<file path="src/rtl/iso14443a_pkg.sv">
// Shared ISO/IEC 14443A types and defaults: transmitter states, load-modulation
// sequences and the 106 kbit/s timing constants.
package iso14443a_pkg;

    localparam int BIT_TICKS_106K        = 128;
    localparam int SC_HALF_TICKS_DEFAULT = 8;

    typedef enum logic [1:0] {
        IDLE,
        SOC,
        DATA,
        EOC
    } tx_state_t;

    typedef enum logic [1:0] {
        SEQ_D,
        SEQ_E,
        SEQ_F
    } lm_seq_t;

    // True when the given half of a bit period carries the subcarrier.
    function automatic logic seq_modulated(input lm_seq_t seq, input logic second_half);
        case (seq)
            SEQ_D:   return !second_half;
            SEQ_E:   return second_half;
            default: return 1'b0;
        endcase
    endfunction

endpackage

</file>
<file path="src/rtl/subcarrier_gen.sv">
// fc/(2*SC_HALF_TICKS) subcarrier phase counter. `sc` is the subcarrier level
// for the upcoming cycle so the parent can register it straight into lm_out.
module subcarrier_gen #(
    parameter int SC_HALF_TICKS = 8
) (
    input  logic clk,
    input  logic rst,
    input  logic restart,
    input  logic enable,
    output logic sc
);

    localparam int             CW      = $clog2(2 * SC_HALF_TICKS);
    localparam logic [CW-1:0]  PH_LAST = CW'(2 * SC_HALF_TICKS - 1);
    localparam logic [CW-1:0]  PH_HALF = CW'(SC_HALF_TICKS);

    logic [CW-1:0] phase_reg;
    logic [CW-1:0] phase_next;

    always_comb begin
        phase_next = phase_reg;
        if (restart) begin
            phase_next = '0;
        end else if (enable) begin
            phase_next = (phase_reg == PH_LAST) ? '0 : phase_reg + 1'b1;
        end
    end

    always_ff @(posedge clk) begin
        if (rst) begin
            phase_reg <= '0;
        end else begin
            phase_reg <= phase_next;
        end
    end

    assign sc = (phase_next < PH_HALF);

endmodule

</file>
<file path="src/rtl/load_modulation_tx.sv">
// ISO/IEC 14443A PICC load-modulation transmitter: frames bits with SOC/EOC and
// Manchester-encodes them onto an OOK subcarrier driving the load switch.
module load_modulation_tx
    import iso14443a_pkg::*;
#(
    parameter int BIT_TICKS     = BIT_TICKS_106K,
    parameter int SC_HALF_TICKS = SC_HALF_TICKS_DEFAULT
) (
    input  logic clk,
    input  logic rst,
    input  logic tx_data,
    input  logic tx_last,
    input  logic tx_valid,
    output logic tx_ready,
    output logic lm_out,
    output logic busy,
    output logic underflow
);

    localparam int            TW     = $clog2(BIT_TICKS);
    localparam logic [TW-1:0] T_LAST = TW'(BIT_TICKS - 1);
    localparam logic [TW-1:0] T_HALF = TW'(BIT_TICKS / 2);

    tx_state_t     state_reg, state_next;
    logic [TW-1:0] t_reg, t_next;
    logic          bit_reg, bit_next;
    logic          last_reg, last_next;
    logic          lm_out_reg;
    logic          t_end;
    logic          sc_next, sc_restart, sc_enable;
    lm_seq_t       seq_next;

    assign t_end = (t_reg == T_LAST);

    always_comb begin
        state_next = state_reg;
        t_next     = t_end ? '0 : t_reg + 1'b1;
        bit_next   = bit_reg;
        last_next  = last_reg;
        tx_ready   = 1'b0;
        underflow  = 1'b0;
        case (state_reg)
            IDLE: begin
                t_next   = '0;
                tx_ready = 1'b1;
                if (tx_valid) begin
                    bit_next   = tx_data;
                    last_next  = tx_last;
                    state_next = SOC;
                end
            end
            SOC: begin
                if (t_end) state_next = DATA;
            end
            DATA: begin
                if (t_end) begin
                    if (last_reg) begin
                        state_next = EOC;
                    end else begin
                        // Next bit is requested only in the final tick of the current one.
                        tx_ready = 1'b1;
                        if (tx_valid) begin
                            bit_next  = tx_data;
                            last_next = tx_last;
                        end else begin
                            underflow  = 1'b1;
                            state_next = EOC;
                        end
                    end
                end
            end
            EOC: begin
                if (t_end) state_next = IDLE;
            end
            default: state_next = IDLE;
        endcase
    end

    always_comb begin
        seq_next = SEQ_F;
        case (state_next)
            SOC:     seq_next = SEQ_D;
            DATA:    seq_next = bit_next ? SEQ_D : SEQ_E;
            default: seq_next = SEQ_F;
        endcase
    end

    // Subcarrier phase realigns so every modulated half begins with the load on.
    assign sc_restart = (t_next == '0) || (t_next == T_HALF);
    assign sc_enable  = (state_next != IDLE);

    subcarrier_gen #(
        .SC_HALF_TICKS(SC_HALF_TICKS)
    ) u_subcarrier_gen (
        .clk    (clk),
        .rst    (rst),
        .restart(sc_restart),
        .enable (sc_enable),
        .sc     (sc_next)
    );

    always_ff @(posedge clk) begin
        if (rst) begin
            state_reg  <= IDLE;
            t_reg      <= '0;
            bit_reg    <= 1'b0;
            last_reg   <= 1'b0;
            lm_out_reg <= 1'b0;
        end else begin
            state_reg  <= state_next;
            t_reg      <= t_next;
            bit_reg    <= bit_next;
            last_reg   <= last_next;
            lm_out_reg <= sc_next && seq_modulated(seq_next, t_next >= T_HALF);
        end
    end

    assign lm_out = lm_out_reg;
    assign busy   = (state_reg != IDLE);

endmodule

</file>
<file path="config.mk">
export PLATFORM = sky130hd
export DESIGN_NAME = load_modulation_tx
export DESIGN_NICKNAME = d
export VERILOG_FILES = /design/src/rtl/iso14443a_pkg.sv /design/src/rtl/subcarrier_gen.sv /design/src/rtl/load_modulation_tx.sv
export SDC_FILE = /design/constraint.sdc
export NUM_CORES = 1
export LEC_CHECK = 0
export ABC_AREA = 1
export CAP_MARGIN = 25
export CORE_MARGIN = 5
export CORE_UTILIZATION = 55
export DETAILED_ROUTE_END_ITERATION = 16
export PLACE_DENSITY = 0.81
export SLEW_MARGIN = 15
export SYNTH_ARGS = -nofsm -noshare
export SYNTH_HDL_FRONTEND = slang
export SYNTH_SLANG_ARGS = --single-unit
</file>
<file path="constraint.sdc">
create_clock -name clk -period 1.79 [get_ports clk]
set_input_delay 0.358 -clock clk [delete_from_list [all_inputs] [get_ports clk]]
set_output_delay 0.358 -clock clk [all_outputs]
set_load 0.02 [all_outputs]
</file>
==> qor.yml, run 1 <==
r2r_setup_slack_ps: 160
hp-class: "flip-flop to flip-flop"
avgSynthCellArea_um2: 7.102
die_y_um: 52.37
power.density_nw_per_um2: 600.4
endpoint_kind: "primary output"
path_cells: "ha_4 -> nand2_2 -> nor2_4 -> nand3_2 -> a21oi_2 -> buf_4"
p_leak_nw: 0.6123
drt_wl_total_um: 2286
relSlewSlack_pct: 77.85
drc: 0
max_slew.worst_pin.slew_ps: 331.2
drt_iter0_drc: 21
hold_start: "last_reg"
num-fill-cells: 122
worst_path_max_delay_cell: "dfxtp_2"
dr_total_vias: 972
cp-start-kind: "flip-flop"
grt_pass1_wl_um: 3946
total_power_w: 0.0007783
cp_max_fo: 3
yosysTopAreaCell: "dfxtp_1"
grt_usage_pct: 19.53
synth_fp_nets: 146
arrival_ps: 1350
pin_count: 9
viasPerCell: 5.063
path_class: "flip-flop to primary output"
cts_buffer_depth: 2
maxCapViolations: 0
cts_buffers: 3
skew_ps: 2.153
ant_nets: 0
fin_crit_sh_pct: 95.52
status: "finished clean"
dp_hpwl_um: 1714
synth_top_area_share_pct: 32.45
critPathBufInv: 1
whs_ps: 488.7
antenna_cells: 0
syn_inst: 139
largest_reg_flops: 7
hold_buffers: 0
syn_area_um2: 987.2
firstDrtPassIters: 4
core_area_um2: 1708
fmax_mhz: 584.8
grt_overflow: 0
cp_top_family: "flip-flops"
synth_area_leaders: "dfxtp_1, nand2_1, nand3_1, inv_1, nor2_1"
clk_latency_ps: 300
wl_per_cell_um: 11.91
io_buffers: 8
fp-row-count: 15
clk_pin_slew_ps: 100
synth_seq_cells: 16
first_global_vias: 952
antenna_found_initial: 0
grt_max_degree: 10
slowest_delay_ps: 360
period_needed_ps: 1710
dieArea_um2: 2742
finalSetupTns_ps: 0
ys_seq_area_share_pct: 32.45
cts_tree: "yes"
cts-root-buf: "clkbuf_4"
die_width_um: 52.37
initial_core_util_pct: 57.80
gp_routability_congestion: 0.7777
hold_viol: 0
layout-drive-gt1-share_pct: 34.13
clock-sinks: 16
ir_drop_mv: 0.4774
area_growth_pct: 31.31
r2r_start: "t_reg[0]"
final-max-slew-violation-count: 0
synth.distinct_cells: 25
htreeDepth: 1
startpoint: "t_reg[0]"
cp_data_required_time_ps: 1430
synth_warnings: 0
setup_viol: 0
nets: 175
worst register-to-register path, cell delays in order (launching register included):
cell and delay, ps:
dfxtp_2 360, ha_4 140, buf_4 120, nand3_4 90
nor2_4 210, nor2_4 100, nand3_2 90, nand2_1 60
nor2_2 150, inv_1 70, nand2_2 80, inv_2 40
nor2_2 80
cells in the final DEF, fill, tap and decap left out:
cell,netlist,layout
nand2_1,28,28
inv_1,19,19
buf_4,0,18
nor2_1,18,16
nand3_1,15,14
dfxtp_1,16,14
nand2_2,7,7
nor2_2,6,6
clkdlybuf4s50_1,0,5
nor2_4,2,4
nand3_2,4,4
clkbuf_4,0,3
o21ai_0,2,2
nand2_4,2,2
a21oi_1,3,2
nor2_8,2,2
inv_2,2,2
o21ai_1,2,2
dfxtp_2,0,2
a21oi_2,0,1
nand3_4,0,1
o22ai_1,1,1
o21ai_2,1,1
nand4_1,1,1
o21bai_1,1,1
or2_0,1,1
nand2_8,1,1
xor2_1,1,1
nor4_1,1,1
ha_4,0,1
ha_1,2,1
clkbuf_8,0,1
dlygate4sd2_1,0,1
buf_2,0,1
timing repair:
action                     CTS  global route
buffers inserted             0             0
setup endpoints to repair    3             7
gates resized for setup     10            11
pin swaps                    0             4
worst paths after layout:
path,endpoint,cells after the start
hold reg to reg,last_reg,2
setup reg to reg,lm_out,12
hold / removal,last_reg,2
setup / recovery,tx_ready,6
logic make-up (layout without fill, tap and decap cells):
| group | Yosys count | after routing | share of synthesized area (%) |
|---|---|---|---|
| AOI/OAI and AO/OA | 10 | 10 | 5.831 |
| adders and majority gates | 2 | 2 | 2.534 |
| DFF | 16 | 16 | 32.45 |
| and+or+nand+nor | 88 | 88 | 49.94 |
| buffers and inverters | 22 | 50 | 8.365 |
| xor gates and xnor gates | 1 | 1 | 0.8874 |
cells in the mapped netlist, drive strengths merged:
library cell,number
nand3,19
xor2,1
o22ai,1
nand2,38
or2,1
a21oi,3
nand4,1
ha,2
clkbuf,1
nor2,28
dfxtp,16
o21ai,5
inv,21
nor4,1
o21bai,1
layout make-up:
class | count | area, µm² | area share [%]
sequential | 16 | 322.8 | 24.90
inverter | 21 | 78.83 | 6.081
timing repair buffer | 25 | 198.9 | 15.35
multi-input combinational | 101 | 628.1 | 48.46
clock buffer | 4 | 36.28 | 2.799
tap | 25 | 31.28 | 2.413
per-layer routing:
layer / up-vias / GRT usage [%] / wire length [µm]
met5: - / 0 / 0
met4: 0 / 10.21 / 74
met3: 7 / 3.419 / 97
met2: 24 / 36.78 / 1183
met1: 452 / 20.07 / 930
li1: 489 / - / -
power breakdown:
part | switching (W) | internal [W]
clock | 0.000127 | 0.000124
combinational | 0.0000858 | 0.0000639
sequential | 0.00000938 | 0.000367
total | 0.000223 | 0.000556
through the flow:
| stage | util [%] | std cells | instance area, µm² | setup WS (ps) |
|---|---|---|---|---|
| 3_3_place_gp | 71.58 | 188 | 1222 | -178.4 |
| 6_report | 75.90 | 192 | 1296 | 80.15 |
| 2_1_floorplan | - | 139 | 987.2 | 173.0 |
| 3_5_place_dp | 71.58 | 188 | 1222 | -205.6 |
| 5_1_grt | 75.90 | 192 | 1296 | -6.649 |
| 4_1_cts | 73.19 | 192 | 1250 | -11.81 |
Power figures use the tool's default switching activity.
==> run 2, diff against run 1 <==
SETUP_SLACK_MARGIN = 0.1   (was default)
==> run 2 against run 1 <==
Effect of this change:
- clock power is essentially flat
- flip-flop and latch count is the same
- hold slack is essentially flat
- setup slack lost 21 ps
==> qor.yml, run 2 (synthesis gave the netlist of run 1 again) <==
dieArea_um2: 2742  # unchanged
clock-sinks: 16  # unchanged
dp_hpwl_um: 1714  # unchanged
antenna_found_initial: 0  # unchanged
grt_pass1_wl_um: 3960  # +0.35%
rr_worst_depth: 12  # unchanged
nets: 176  # +0.57%
drc: 0  # unchanged
ant_nets: 0  # unchanged
hold_end: "last_reg"
endpoint_kind: "primary output"
io_buffers: 8  # unchanged
core_area_um2: 1708  # unchanged
cp_max_fo: 3  # unchanged
cts_tree: "yes"
fmax_mhz: 577.8  # -1.2%
grt_max_degree: 10  # unchanged
htreeDepth: 1  # unchanged
largest_reg_flops: 7  # unchanged
wl_per_cell_um: 12.71  # +6.7%
relSlewSlack_pct: 77.66  # -0.20 points
hold_buffers: 0  # unchanged
antenna_cells: 0  # unchanged
r2r_start: "t_reg[1]"
final_area_um2: 1324  # +2.1%
hold_start: "last_reg"
final-max-slew-violation-count: 0  # unchanged
setup_viol: 0  # unchanged
instances_no_fill: 193  # +0.52%
grt_overflow: 0  # unchanged
first_global_vias: 956  # +0.42%
final_core_util_pct: 77.51  # +1.6 points
layout_common_cells: "nand2_1, buf_4, inv_1"
cp-start-kind: "flip-flop"
hold_viol: 0  # unchanged
area_growth_pct: 34.09
p_leak_nw: 0.6302  # +2.9%
total_power_w: 0.0007790  # about the same
cts_buffers: 3  # unchanged
cp_data_required_time_ps: 1430  # about the same
r2r-end: "lm_out"
initial_core_util_pct: 57.80  # unchanged
drt_wl_total_um: 2453  # +7.3%
hold_depth: 2  # unchanged
cts-root-buf: "clkbuf_4"
final_common_cell: "nand2_1"
worst_slack_ps: 59.27  # -20.88 ps
hp-class: "flip-flop to flip-flop"
period_needed_ps: 1731  # +20.88 ps
skew_ps: 2.595  # +0.4422 ps
power.density_nw_per_um2: 588.5  # -2.0%
status: "finished clean"
dr_total_vias: 992  # +2.1%
preCtsSetupSlack_ps: -205.6  # unchanged
die_width_um: 52.37  # unchanged
arrival_ps: 1370  # +20 ps
maxCapViolations: 0  # unchanged
rsz0062_at_grt: "true"
placed_area_um2: 1222  # unchanged
clk_pin_slew_ps: 100  # about the same
placedCellCount: 188  # unchanged
r2r_setup_slack_ps: 130  # -30 ps
drt_iter0_drc: 24  # +14%
cts_buffer_depth: 2  # unchanged
ir_drop_mv: 0.4787  # +0.26%
pin_count: 9  # unchanged
path_class: "flip-flop to primary output"
gp_routability_congestion: 0.7777  # unchanged
firstDrtPassIters: 4  # unchanged
layout-drive-gt1-share_pct: 35.71  # +1.6 points
die_y_um: 52.37  # unchanged
viasPerCell: 5.140  # +1.5%
fin_crit_sh_pct: 96.69  # +1.2 points
clk_latency_ps: 300  # about the same
grt_usage_pct: 19.59  # +0.059 points
max_slew.worst_pin.slew_ps: 334.1  # +2.966 ps
fp-row-count: 15  # unchanged
-- run 2: cell count changes in the layout (fill, tap and decap cells not counted) --
| cell | previous run | this run |
|---|---|---|
| buf_2 | 1 | 0 |
| buf_4 | 18 | 19 |
| buf_6 | 0 | 1 |
| clkdlybuf4s15_1 | 0 | 1 |
| dlygate4sd2_1 | 1 | 0 |
| inv_1 | 19 | 18 |
| inv_2 | 2 | 3 |
| nand2_1 | 28 | 27 |
| nand2_4 | 2 | 3 |
| nor2_2 | 6 | 5 |
| nor2_4 | 4 | 5 |
-- run 2: layout make-up --
type	count	area, µm²
multi-input cells	101	640.6
flip-flops and latches	16	322.8
well taps	25	31.28
clock buffers	4	36.28
inverters	21	78.83
fillers	120	384.1
repair buffers	26	214.0
-- run 2: critical path, stage by stage, from the launching register on --
cell	delay (ps)
dfxtp_2	370
ha_4	160
nand2_4	60
nor2_4	100
nand3_2	100
a21oi_2	140
buf_4	150
-- run 2: worst max-delay path by stage --
stage	from	end	slack, ps	cells after the start
4_1_cts	t_reg[1]	tx_ready	30	6
6_report	t_reg[1]	tx_ready	60	6
3_5_place_dp	tx_valid	underflow	-210	5
5_1_grt	t_reg[1]	tx_ready	-30	6
3_3_place_gp	tx_valid	underflow	-180	5
2_1_floorplan	t_reg[0]	tx_ready	170	5
-- run 2: report_power, final --
part / leakage [nW] / internal, W / switching (W)
registers: 0.131 / 0.000367 / 0.00000973
clock network: 0.0210 / 0.000124 / 0.000126
logic: 0.478 / 0.0000649 / 0.0000869
total: 0.630 / 0.000557 / 0.000222
-- run 2: what timing repair did --
item	4_1_cts	5_1_grt
endpoints found under the setup margin	8	8
resized for setup	15	13
setup buffers	0	1
endpoints found under the hold margin	0	0
pin swaps	1	9
-- run 2: metal layers --
metal  GRT usage (%)  routed length (µm)
met2           36.98                1271
met1           20.07                1054
met3           3.419                  75
met5               0                   0
met4           10.21                  51
-- run 2: through the flow --
| step | hold slack [ps] | TNS [ps] |
|---|---|---|
| detailed placement | 472.9 | -677.4 |
| global route | 534.3 | -45.75 |
| floorplan | 427.1 | 0 |
| global placement | 472.4 | -497.2 |
| finish | 488.3 | 0 |
| CTS | 487.3 | 0 |
